**src/rtl/ped_crossing_ctrl.sv**
```systemverilog
// Demand-driven pedestrian crossing scheduler: debounced button, request latch, six-phase lamp sequencer.
// Optional PED_FLASH_EN: pedestrian green flashes at 1 Hz during the clearance phase.
module ped_crossing_ctrl #(
  parameter int TIMER_SCALE     = 16000000,
  parameter int MIN_GREEN_S     = 10,
  parameter int YELLOW_S        = 3,
  parameter int ALLRED_S        = 2,
  parameter int PED_WALK_S      = 8,
  parameter int PED_CLEAR_S     = 4,
  parameter int DEBOUNCE_CYCLES = 160000
) (
  input  logic pin3_clk_16mhz,
  input  logic rst,
  input  logic pin9_ped_button,
  output logic pin4_green,
  output logic pin5_yellow,
  output logic pin6_red,
  output logic pin7_ped_green,
  output logic pin8_ped_red,
  output logic pin10_wait
);

  typedef enum logic [2:0] {
    ALL_RED_B   = 3'd0,
    ROAD_GREEN  = 3'd1,
    ROAD_YELLOW = 3'd2,
    ALL_RED_A   = 3'd3,
    PED_WALK    = 3'd4,
    PED_CLEAR   = 3'd5
  } state_t;

  function automatic int max2(input int a, input int b);
    return (a > b) ? a : b;
  endfunction

  localparam int MAX_S = max2(max2(max2(MIN_GREEN_S, YELLOW_S), max2(ALLRED_S, PED_WALK_S)), PED_CLEAR_S);
  localparam int SEC_W = $clog2(MAX_S + 1);
  localparam int PRE_W = (TIMER_SCALE > 1) ? $clog2(TIMER_SCALE) : 1;
  localparam int DB_W  = (DEBOUNCE_CYCLES > 1) ? $clog2(DEBOUNCE_CYCLES) : 1;

  localparam logic [PRE_W-1:0] PRE_LAST    = PRE_W'(TIMER_SCALE - 1);
  localparam logic [DB_W-1:0]  DB_LAST     = DB_W'(DEBOUNCE_CYCLES - 1);
  localparam logic [SEC_W-1:0] GREEN_MIN   = SEC_W'(MIN_GREEN_S);
  localparam logic [SEC_W-1:0] YELLOW_LAST = SEC_W'(YELLOW_S - 1);
  localparam logic [SEC_W-1:0] ALLRED_LAST = SEC_W'(ALLRED_S - 1);
  localparam logic [SEC_W-1:0] WALK_LAST   = SEC_W'(PED_WALK_S - 1);
  localparam logic [SEC_W-1:0] CLEAR_LAST  = SEC_W'(PED_CLEAR_S - 1);
`ifdef PED_FLASH_EN
  localparam logic [PRE_W-1:0] PRE_HALF    = PRE_W'(TIMER_SCALE / 2);
`endif

  logic             sync1_r, sync2_r, stable_r, stable_d_r;
  logic [DB_W-1:0]  db_cnt_r;
  logic             press_s;
  state_t           state_r, state_nxt_s;
  logic [PRE_W-1:0] prescaler_r, prescaler_nxt_s;
  logic [SEC_W-1:0] sec_cnt_r, sec_cnt_nxt_s;
  logic             tick_s;
  logic             req_q_r, req_nxt_s;
  logic             green_r, yellow_r, red_r, ped_green_r, ped_red_r;
  logic             green_s, yellow_s, red_s, ped_green_s, ped_red_s;

  assign press_s = stable_r & ~stable_d_r;
  assign tick_s  = (prescaler_r == PRE_LAST);

  // Button synchronizer and debouncer; a flip needs DEBOUNCE_CYCLES consecutive mismatching samples.
  always_ff @(posedge pin3_clk_16mhz or posedge rst) begin
    if (rst) begin
      sync1_r    <= 1'b0;
      sync2_r    <= 1'b0;
      stable_r   <= 1'b0;
      stable_d_r <= 1'b0;
      db_cnt_r   <= '0;
    end else begin
      sync1_r    <= pin9_ped_button;
      sync2_r    <= sync1_r;
      stable_d_r <= stable_r;
      if (sync2_r == stable_r) begin
        db_cnt_r <= '0;
      end else if (db_cnt_r == DB_LAST) begin
        stable_r <= ~stable_r;
        db_cnt_r <= '0;
      end else begin
        db_cnt_r <= db_cnt_r + 1'b1;
      end
    end
  end

  // Phase sequencing; road green holds until both the minimum green and a request are present.
  always_comb begin
    state_nxt_s = state_r;
    case (state_r)
      ALL_RED_B:   if (tick_s && sec_cnt_r == ALLRED_LAST) state_nxt_s = ROAD_GREEN;  else state_nxt_s = ALL_RED_B;
      ROAD_GREEN:  if (sec_cnt_r == GREEN_MIN && req_q_r)  state_nxt_s = ROAD_YELLOW; else state_nxt_s = ROAD_GREEN;
      ROAD_YELLOW: if (tick_s && sec_cnt_r == YELLOW_LAST) state_nxt_s = ALL_RED_A;   else state_nxt_s = ROAD_YELLOW;
      ALL_RED_A:   if (tick_s && sec_cnt_r == ALLRED_LAST) state_nxt_s = PED_WALK;    else state_nxt_s = ALL_RED_A;
      PED_WALK:    if (tick_s && sec_cnt_r == WALK_LAST)   state_nxt_s = PED_CLEAR;   else state_nxt_s = PED_WALK;
      PED_CLEAR:   if (tick_s && sec_cnt_r == CLEAR_LAST)  state_nxt_s = ALL_RED_B;   else state_nxt_s = PED_CLEAR;
      default:     state_nxt_s = ALL_RED_B;
    endcase
  end

  // Timers restart on every phase change; green's second counter saturates at the minimum.
  always_comb begin
    prescaler_nxt_s = prescaler_r;
    sec_cnt_nxt_s   = sec_cnt_r;
    if (state_nxt_s != state_r) begin
      prescaler_nxt_s = '0;
      sec_cnt_nxt_s   = '0;
    end else begin
      if (tick_s) begin
        prescaler_nxt_s = '0;
      end else begin
        prescaler_nxt_s = prescaler_r + 1'b1;
      end
      if (tick_s && !(state_r == ROAD_GREEN && sec_cnt_r == GREEN_MIN)) begin
        sec_cnt_nxt_s = sec_cnt_r + 1'b1;
      end else begin
        sec_cnt_nxt_s = sec_cnt_r;
      end
    end
  end

  // Request latch: entering the walk clears it even against a simultaneous press.
  always_comb begin
    req_nxt_s = req_q_r;
    if (state_nxt_s == PED_WALK && state_r != PED_WALK) begin
      req_nxt_s = 1'b0;
    end else if (press_s && state_r != PED_WALK) begin
      req_nxt_s = 1'b1;
    end else begin
      req_nxt_s = req_q_r;
    end
  end

  // Lamp decode from the next state so lamps switch on the same edge as the state.
  always_comb begin
    green_s     = 1'b0;
    yellow_s    = 1'b0;
    red_s       = 1'b1;
    ped_green_s = 1'b0;
    ped_red_s   = 1'b1;
    case (state_nxt_s)
      ROAD_GREEN:  begin green_s  = 1'b1; red_s = 1'b0; end
      ROAD_YELLOW: begin yellow_s = 1'b1; red_s = 1'b0; end
      PED_WALK:    begin ped_green_s = 1'b1; ped_red_s = 1'b0; end
      PED_CLEAR: begin
`ifdef PED_FLASH_EN
        ped_red_s = 1'b0;
        if (prescaler_nxt_s < PRE_HALF) begin
          ped_green_s = 1'b1;
        end else begin
          ped_green_s = 1'b0;
        end
`else
        ped_green_s = 1'b0;
        ped_red_s   = 1'b1;
`endif
      end
      ALL_RED_A, ALL_RED_B: begin red_s = 1'b1; ped_red_s = 1'b1; end
      default: begin red_s = 1'b1; ped_red_s = 1'b1; end
    endcase
  end

  // State, timer, request and lamp registers.
  always_ff @(posedge pin3_clk_16mhz or posedge rst) begin
    if (rst) begin
      state_r     <= ALL_RED_B;
      prescaler_r <= '0;
      sec_cnt_r   <= '0;
      req_q_r     <= 1'b0;
      green_r     <= 1'b0;
      yellow_r    <= 1'b0;
      red_r       <= 1'b1;
      ped_green_r <= 1'b0;
      ped_red_r   <= 1'b1;
    end else begin
      state_r     <= state_nxt_s;
      prescaler_r <= prescaler_nxt_s;
      sec_cnt_r   <= sec_cnt_nxt_s;
      req_q_r     <= req_nxt_s;
      green_r     <= green_s;
      yellow_r    <= yellow_s;
      red_r       <= red_s;
      ped_green_r <= ped_green_s;
      ped_red_r   <= ped_red_s;
    end
  end

  assign pin4_green     = green_r;
  assign pin5_yellow    = yellow_r;
  assign pin6_red       = red_r;
  assign pin7_ped_green = ped_green_r;
  assign pin8_ped_red   = ped_red_r;
  assign pin10_wait     = req_q_r;

endmodule

```
**config.mk**
```make
export PLATFORM = sky130hd
export DESIGN_NAME = ped_crossing_ctrl
export DESIGN_NICKNAME = d
export VERILOG_FILES = /design/src/rtl/ped_crossing_ctrl.sv
export SDC_FILE = /design/constraint.sdc
export NUM_CORES = 1
export LEC_CHECK = 0
export ABC_AREA = 1
export CORE_MARGIN = 1.5
export CORE_UTILIZATION = 28
export DETAILED_ROUTE_END_ITERATION = 10
export SLEW_MARGIN = 40
export SYNTH_ARGS = -nofsm -noshare
export SYNTH_HDL_FRONTEND = slang
export SYNTH_SLANG_ARGS = --single-unit
```
**constraint.sdc**
```tcl
create_clock -name pin3_clk_16mhz -period 2 [get_ports pin3_clk_16mhz]
set_input_delay 0.4 -clock pin3_clk_16mhz [delete_from_list [all_inputs] [get_ports pin3_clk_16mhz]]
set_output_delay 0.4 -clock pin3_clk_16mhz [all_outputs]
set_load 0.02 [all_outputs]
```
# After elaboration in Yosys (flattened, before gate mapping)

Index checks and enable logic that the tools add are counted.
Widths: inputs -> output; s select.

$add $sub $neg: 3
Equal/unequal tests: 18
Mux-type cells: 20
Bitwise operators: 4
Reduce and logical (&&, ||, !) cells: 15

Operators by type and width:

| cell                  | number |
|---|---|
| $mux 24               | 2 |
| $mux 18               | 2 |
| $add 24x1->24 const B | 1 |
| $eq 24x24->1 const B  | 1 |
| $add 18x1->18 const B | 1 |
| $eq 18x18->1 const B  | 1 |
| $pmux 3 s6            | 1 |
| $mux 1                | 10 |
| $eq 3x2->1 const B    | 3 |
| $eq 3x3->1 const B    | 3 |
| $logic_and 1x1->1     | 9 |
| $eq 4x2->1 const B    | 2 |
| $mux 4                | 2 |
| $eq 3x1->1 const B    | 2 |
| $mux 3                | 2 |
| $add 4x1->4 const B   | 1 |
| $eq 4x1->1 const B    | 1 |
| $eq 4x3->1 const B    | 1 |
| $eq 4x4->1 const B    | 1 |
| $reduce_bool 2->1     | 2 |
| $logic_not 3->1       | 1 |
| $ne 3x3->1            | 1 |
| $ne 3x3->1 const B    | 1 |
| $not 1->1             | 3 |
| 6 further kinds       | 6 |

Bits in registers: 59
Bits of input ports: 3
Word-level logic and storage cells: 74

# Longest topological paths before layout

Gate-level depths: netlist of run 1.

Word-level depth: 7
Gate-level depth with buffers: 14
Mapped depth without buffers: 13

# Worst setup path before layout of run 1

OpenSTA, ideal clock, no wires.

Path type: flip-flop to flip-flop
Start point: reg prescaler_r[0]
End point: reg prescaler_r[15]
Data arrival time: 1705 ps
Required time: 1878 ps
Setup slack: 172 ps
Cell stages (with the launch flop): 14
Path buffers: 1
Period minus slack after synthesis: 1828 ps
Path through: dfrtp_1 -> ha_1 -> nand3_2 -> inv_1 -> nand2_1 -> nor2_2 -> nand3_1 -> nand2_1 -> nand2_1 -> inv_2 -> nand3_1 -> nand3_4 -> buf_6 -> nor2_2

Word-level cells in the longest chain between the ends: 6

RTL lines:

| what                                 | RTL line | RTL |
|---|---|---|
| start: declaration                   | 56       | `logic [PRE_W-1:0] prescaler_r, prescaler_nxt_s;` |
| start signal: assignment             | 179      | `prescaler_r <= prescaler_nxt_s;` |
| $eq 24x24->1                         | 64       | `assign tick_s = (prescaler_r == PRE_LAST);` |
| $logic_and 1x1->1 (on tied branches) | n/a      |  |
| $mux 3, or another cell as far along | 98       | `PED_CLEAR: if (tick_s && sec_cnt_r == CLEAR_LAST) state_nxt_s = ALL_RED_B; else state_nxt_s = PED_CLEAR;` |
| $pmux 3 s6                           | 92       | `case (state_r)` |
| $ne 3x3->1                           | 107      | `if (state_nxt_s != state_r) begin` |
| $mux 24 *                            | 107      |  |
| net prescaler_nxt_s[15]              | 56       |  |

Mark *: on every way through the listed nets, which the timed path passes. The rest lies on a longest branch.
A chain may end at the register's enable or synchronous reset.

# Final worst setup path of run 1

Start point: reg prescaler_r[1]
End point: reg prescaler_r[2]

Word-level cells in the longest chain between the ends: 6

RTL lines:

| what                                 | RTL line | RTL |
|---|---|---|
| $eq 24x24->1 *                       | 64       |  |
| $logic_and 1x1->1 (on tied branches) | n/a      |  |
| $mux 3, or another cell as far along | 98       |  |
| $pmux 3 s6 *                         | 92       |  |
| net state_nxt_s[0]                   | 55       | `state_t state_r, state_nxt_s;` |
| $ne 3x3->1 *                         | 107      |  |
| $mux 24 *                            | 107      |  |
| net prescaler_nxt_s[2]               | 56       |  |

Marked as above.

==> flow_summary.ini, run 1 <==
[hold_path]
min_from = sync1_r
hp-class = reg2reg

[setup_path]
crit_path_start_kind = register
cp-end-kind = register
reg2reg_from = prescaler_r[1]
path_max_fanout = 16
critPathLaunch = prescaler_r[1]
slowest_delay_ns = 0.41
critPathMostFrequentCell = nand3_4
crit_family = simple AND/OR/NAND/NOR gates
crit_slowest_cell = dfrtp_1
crit_path_cell_trace = ha_4 -> nand3_4 -> nor2_4 -> nand3_4 -> nor2_2 -> nor2_1 -> nor2_2 -> nand2_2 -> nand2_4 -> nand3_4 -> buf_12 -> nor2_1
cp_num_buf_inv = 1
cp.required_ns = 2.25
worstPathArrival_ns = 2.13
worstSetupPathType = reg2reg

[place]
dpl_cell_area_um2 = 3800
place_hpwl_um = 5350
gp_congestion = 0.902
io_buffers = 8
place_ws_ns = 0.0934

[grt]
met1_usage = 0.158
antenna_found_initial = 0
grt_usage = 0.121
met3_usage = 0.0268
met2_usage = 0.198
grt-busiest-layer = met2
grt.overflow.total = 0
grt_pass1_wl_um = 12600
first_global_vias = 2758
grt_max_degree = 60

[sta]
slew_violations = 0
fin_crit_ns = 1.88
rsz0062_at_grt = true
setup_violations = 0
fmaxAchievable_mhz = 531
hold_viol = 0
fin_worst_skew_ns = 0.00661
tightest_slew_ns = 0.375
min_period_over_period = 0.942
relSlewSlack = 0.747
fin_ws_ns = 0.116

[pwr]
ir_drop_mv = 0.393
power.density_nw_per_um2 = 722
cellLeakagePower_uw = 0.00189

[logic_synthesis]
synth_top_area_cell = dfrtp_1
async_flop_share = 1.00
synth_top_area_frac = 0.422
synth-edff-count = 0
synth.avg_cell_area_um2 = 7.79
synth_warnings = 0
ys_seq_elements = 59
synth.distinct_cells = 32
netlist_top_cells_area = dfrtp_1 (42%), nand2_1 (8.6%), nor2_1 (7.6%)
ys_seq_area_frac = 0.438
synth_ff_type = dfrtp_1
netlist_area_um2 = 3380
synth.net_count = 442
syn-instance-count = 434

[clock_network]
worstSkewPairLatency_ns = 0.33
cts_tree = done
cts_root_buffer = clkbuf_16
clk_pin_slew_ns = 0.05
htreeDepth = 3
postCtsHoldBufs = 0
clock_sinks = 59
clockBufferDepth = 2
cts_inserted_buffers = 9

[route]
wl_per_cell_um = 11.6
drc = 0
vias = 2844
drt_iter0_drc = 197
antenna_left = 0
routed_wirelength_um = 7300
via_per_inst = 4.53
first_pass_iters = 5

[floorplan]
initial_utilization = 0.291
die_y_um = 113
io_pins = 9
die_area_um2 = 12700
rows = 39
fp.coreArea_um2 = 11600
dieWidth_um = 113

[finish]
antennaDiodeCount = 0
layout-drive-gt1-share = 0.221
multiInputGateArea_um2 = 1700
ff_latch_area_um2 = 1480
fill_cells = 1167
area_growth_pct = 27.4
fin_area_um2 = 4300
nets = 488

[flow_run]
drv_cap = 0

[run_status]
status = completed
==> layout by cell type (no fill, tap or decap), types with 5 or more instances in the layout <==
cell / n
nor2_2: 28
o21ai_0: 7
inv_2: 5
nand2_2: 5
nand4_1: 12
a21oi_1: 6
xor2_1: 17
clkdlybuf4s50_1: 8
nor3b_1: 5
clkbuf_16: 9
buf_4: 27
nor2_1: 66
inv_1: 58
nand3_1: 33
nor3_1: 13
nand2_1: 76
dfrtp_1: 53
==> cell usage after synthesis, drive strengths merged (4+ instances only) <==
| library cell | count |
|---|---|
| xor2 | 17 |
| nand3 | 37 |
| nand4 | 12 |
| nor3 | 15 |
| xnor2 | 4 |
| ha | 5 |
| o21bai | 4 |
| a21oi | 6 |
| nor3b | 6 |
| or2 | 5 |
| nor2 | 97 |
| nor4 | 4 |
| inv | 63 |
| o21ai | 7 |
| dfrtp | 57 |
| nand2 | 82 |
==> metal layers <==
layer,up-vias,routed length (µm)
met5,-,0
met4,0,132
met3,12,258
met2,49,3450
met1,1322,3460
li1,1461,-
==> cells by family (layout without fill, tap and decap cells) <==
family	Yosys count	after routing	synth area share
buf+inv	66	117	0.0781
mux	1	1	0.00296
compound gates	21	21	0.0370
xor+xnor	21	21	0.0544
flops	59	59	0.438
simple gates	261	261	0.371
fa+ha+maj	5	5	0.0185
==> final cells by class <==
class | count | share of cell area
Clock buffer | 12 | 0.0619
Clock inverter | 4 | 0.0221
Inverter | 63 | 0.0549
Multi-Input combinational cell | 309 | 0.395
Sequential cell | 59 | 0.345
Tap cell | 143 | 0.0416
Timing Repair Buffer | 38 | 0.0797
==> power breakdown <==
group | internal, µW | switching, µW | leakage [µW]
clock | 1320 | 526 | 0.000179
combinational | 21.3 | 37.7 | 0.000919
sequential | 1200 | 4.81 | 0.000789
==> state kept, by name, summed over array words and instances (netlist names), 3 cells and up <==
signal,cells
db_cnt_r,18
prescaler_r,24
sec_cnt_r,4
state_r,3
==> path summary, 6_finish.rpt <==
kind | to | slack (ns) | cells after the start
max | prescaler_r[2] | 0.12 | 12
min | sync2_r | 0.36 | 0
min in group asynchronous | db_cnt_r[5] | 0.45 | 3
max reg2reg | prescaler_r[2] | 0.12 | 12
min reg2reg | sync2_r | 0.36 | 0
max in group asynchronous | pin6_red | 1.24 | 3
==> stage by stage <==
step / instances / power [µW] / hold WS (ns) / utilization / TNS, ns
CTS: 618 / 3150 / 0.358 / 0.358 / 0
floorplan: 434 / 1260 / 0.331 / - / 0
finish: 628 / 3110 / 0.358 / 0.371 / 0
global placement: 602 / 1280 / 0.337 / 0.327 / 0
detailed placement: 602 / 1280 / 0.337 / 0.327 / 0
global route: 628 / 3210 / 0.376 / 0.371 / -0.277
==> repair_timing <==
action | CTS | global route
setup endpoints to repair | 0 | 32
resized for setup | 0 | 18
setup buffers | 0 | 10
No activity file was read; power rests on OpenSTA's default activity.
==> run 2, diff against run 1 <==
Settings changed: SETUP_SLACK_MARGIN from default to 0.2.
==> run 2 against run 1 <==
  * Power decreased by 13%
  * Sequential power barely moved
  * Wire length is 17% higher
  * Utilization increased by 2.7 points
  * Hold slack better by 0.012 ns
  * Critical path depth unchanged
  * Combinational power is 20% higher
  * Global-route usage increased by 1.2 points
  * Register-to-register slack worse by 0.06 ns
  * Critical path type unchanged
  * Critical endpoint is now prescaler_r[0]
  * Largest power group unchanged
==> flow_summary.ini, run 2 (synthesized netlist as in run 1, its figures left out) <==
[run_status]
status = completed

[sta]
fmaxAchievable_mhz = 515
tns_ns = 0
fin_worst_skew_ns = 0.0106
min_period_over_period = 0.971
fin_ws_ns = 0.0587
fin_hold_ws_ns = 0.371
slew_violations = 0
tightest_slew_ns = 0.484
setup_violations = 0
rsz0062_at_grt = true
fin_crit_ns = 1.94
relSlewSlack = 0.677
hold_viol = 0

[finish]
largest_register_ffs = 24
fin_cells = 652
final_cell_mix = nand2_1 (71), dfrtp_1 (54), inv_1 (52), nor2_1 (52), buf_4 (47)
nets = 512
regMostFlops = prescaler_r
antennaDiodeCount = 0
utilization = 0.398
largest_registers = prescaler_r x24, db_cnt_r x18, sec_cnt_r x4
final_common_cell = nand2_1
layout-drive-gt1-share = 0.318
area_growth_pct = 36.7

[clock_network]
clk_pin_slew_ns = 0.06
clockBufferDepth = 2
worstSkewPairLatency_ns = 0.33
clock_sinks = 59
htreeDepth = 3
cts_tree = done
cts_inserted_buffers = 9
cts_root_buffer = clkbuf_16

[setup_path]
crit_slowest_cell = dfrtp_1
crit_path_start_kind = register
cp.required_ns = 2.26
worstSetupPathType = reg2reg
crit_path_cell_trace = nor2_2 -> nand2_2 -> nor2_2 -> nand3_4 -> nor2_4 -> nor2_2 -> nor2_4 -> nand2_4 -> nand2_4 -> nand3_4 -> clkbuf_16 -> nor2_2
path_max_fanout = 8
r2r_cells = 12
slowest_delay_ns = 0.39
worstPathArrival_ns = 2.20
cp-end-kind = register
critPathMostFrequentCell = nor2_2

[hold_path]
hp-class = reg2reg
hold-path-cell-count = 0

[place]
gp_congestion = 0.871
place_ws_ns = 0.0441
place_hpwl_um = 5600
io_buffers = 8
dp_cells = 602

[route]
routed_wirelength_um = 8540
vias = 3046
drt_iter0_drc = 191
first_pass_iters = 5
wl_per_cell_um = 13.1
antenna_left = 0
via_per_inst = 4.67
drc = 0

[floorplan]
initial_utilization = 0.291
rows = 39
die_area_um2 = 12700
io_pins = 9
dieWidth_um = 113
fp.coreArea_um2 = 11600
die_y_um = 113

[pwr]
power.density_nw_per_um2 = 586
ir_drop_mv = 0.345
cellLeakagePower_uw = 0.00197

[grt]
grt_usage = 0.134
antenna_found_initial = 0
first_global_vias = 2959
grt_pass1_wl_um = 13600
grt_max_degree = 22
grt.overflow.total = 0

[flow_run]
drv_cap = 0
run 2: changes by cell type in the layout (fill, tap and decap cells not counted), moves of 5 or more:
cell / change
nor2_4: +11
nor2_1: -14
buf_4: +20
inv_1: -6
nand2_1: -5
inv_2: +5
run 2: area by class of cell:
| class | instances | area [µm²] |
|---|---|---|
| multi-input cells | 309 | 1870 |
| flip-flops and latches | 59 | 1480 |
| repair buffers | 62 | 572 |
| fillers | 1136 | 6990 |
| clock inverters | 6 | 41.3 |
| inverters | 63 | 240 |
| clock buffers | 10 | 239 |
| well taps | 143 | 179 |
run 2: report_power, final:
part           leakage, µW  switching [µW]  total, µW  internal [µW]
registers         0.000791            5.18       1210           1200
clock network     0.000130             561       1430            867
logic              0.00105            43.4       70.6           27.2
run 2: through the flow:
step	power (µW)	area [µm²]
floorplan	1260	3400
global placement	1290	3810
detailed placement	1290	3810
CTS	2720	4220
global route	2810	4620
finish	2710	4620
run 2: critical path: cells and delay by family (launching register included):
| kind | cells | cell delay, ns |
|---|---|---|
| AND/OR/NAND/NOR | 11 | 1.27 |
| buffers and inverters | 1 | 0.22 |
| flip-flops | 1 | 0.39 |
run 2: final timing paths:
path / from / to / slack (ns)
worst max-delay path: prescaler_r[17] / prescaler_r[0] / 0.06
worst min-delay path: sync1_r / sync2_r / 0.37
worst min register to register: sync1_r / sync2_r / 0.37
worst max register to register: prescaler_r[17] / prescaler_r[0] / 0.06
min in group asynchronous: rst / pin7_ped_green / 0.45
max in group asynchronous: rst / pin6_red / 1.02
run 2: routing by layer:
layer | GRT usage | up-vias | part of all wire
met5 | 0 | - | 0
met2 | 0.226 | 55 | 0.51
li1 | - | 1514 | -
met3 | 0.0337 | 14 | 0.030
met4 | 0.0467 | 0 | 0.017
met1 | 0.166 | 1463 | 0.44
run 2: timing repair:
item,4_1_cts,5_1_grt
setup buffers,15,17
gates cloned,0,2
endpoints found under the setup margin,30,42
hold buffers,0,0
resized for setup,7,61
pin swaps,7,19
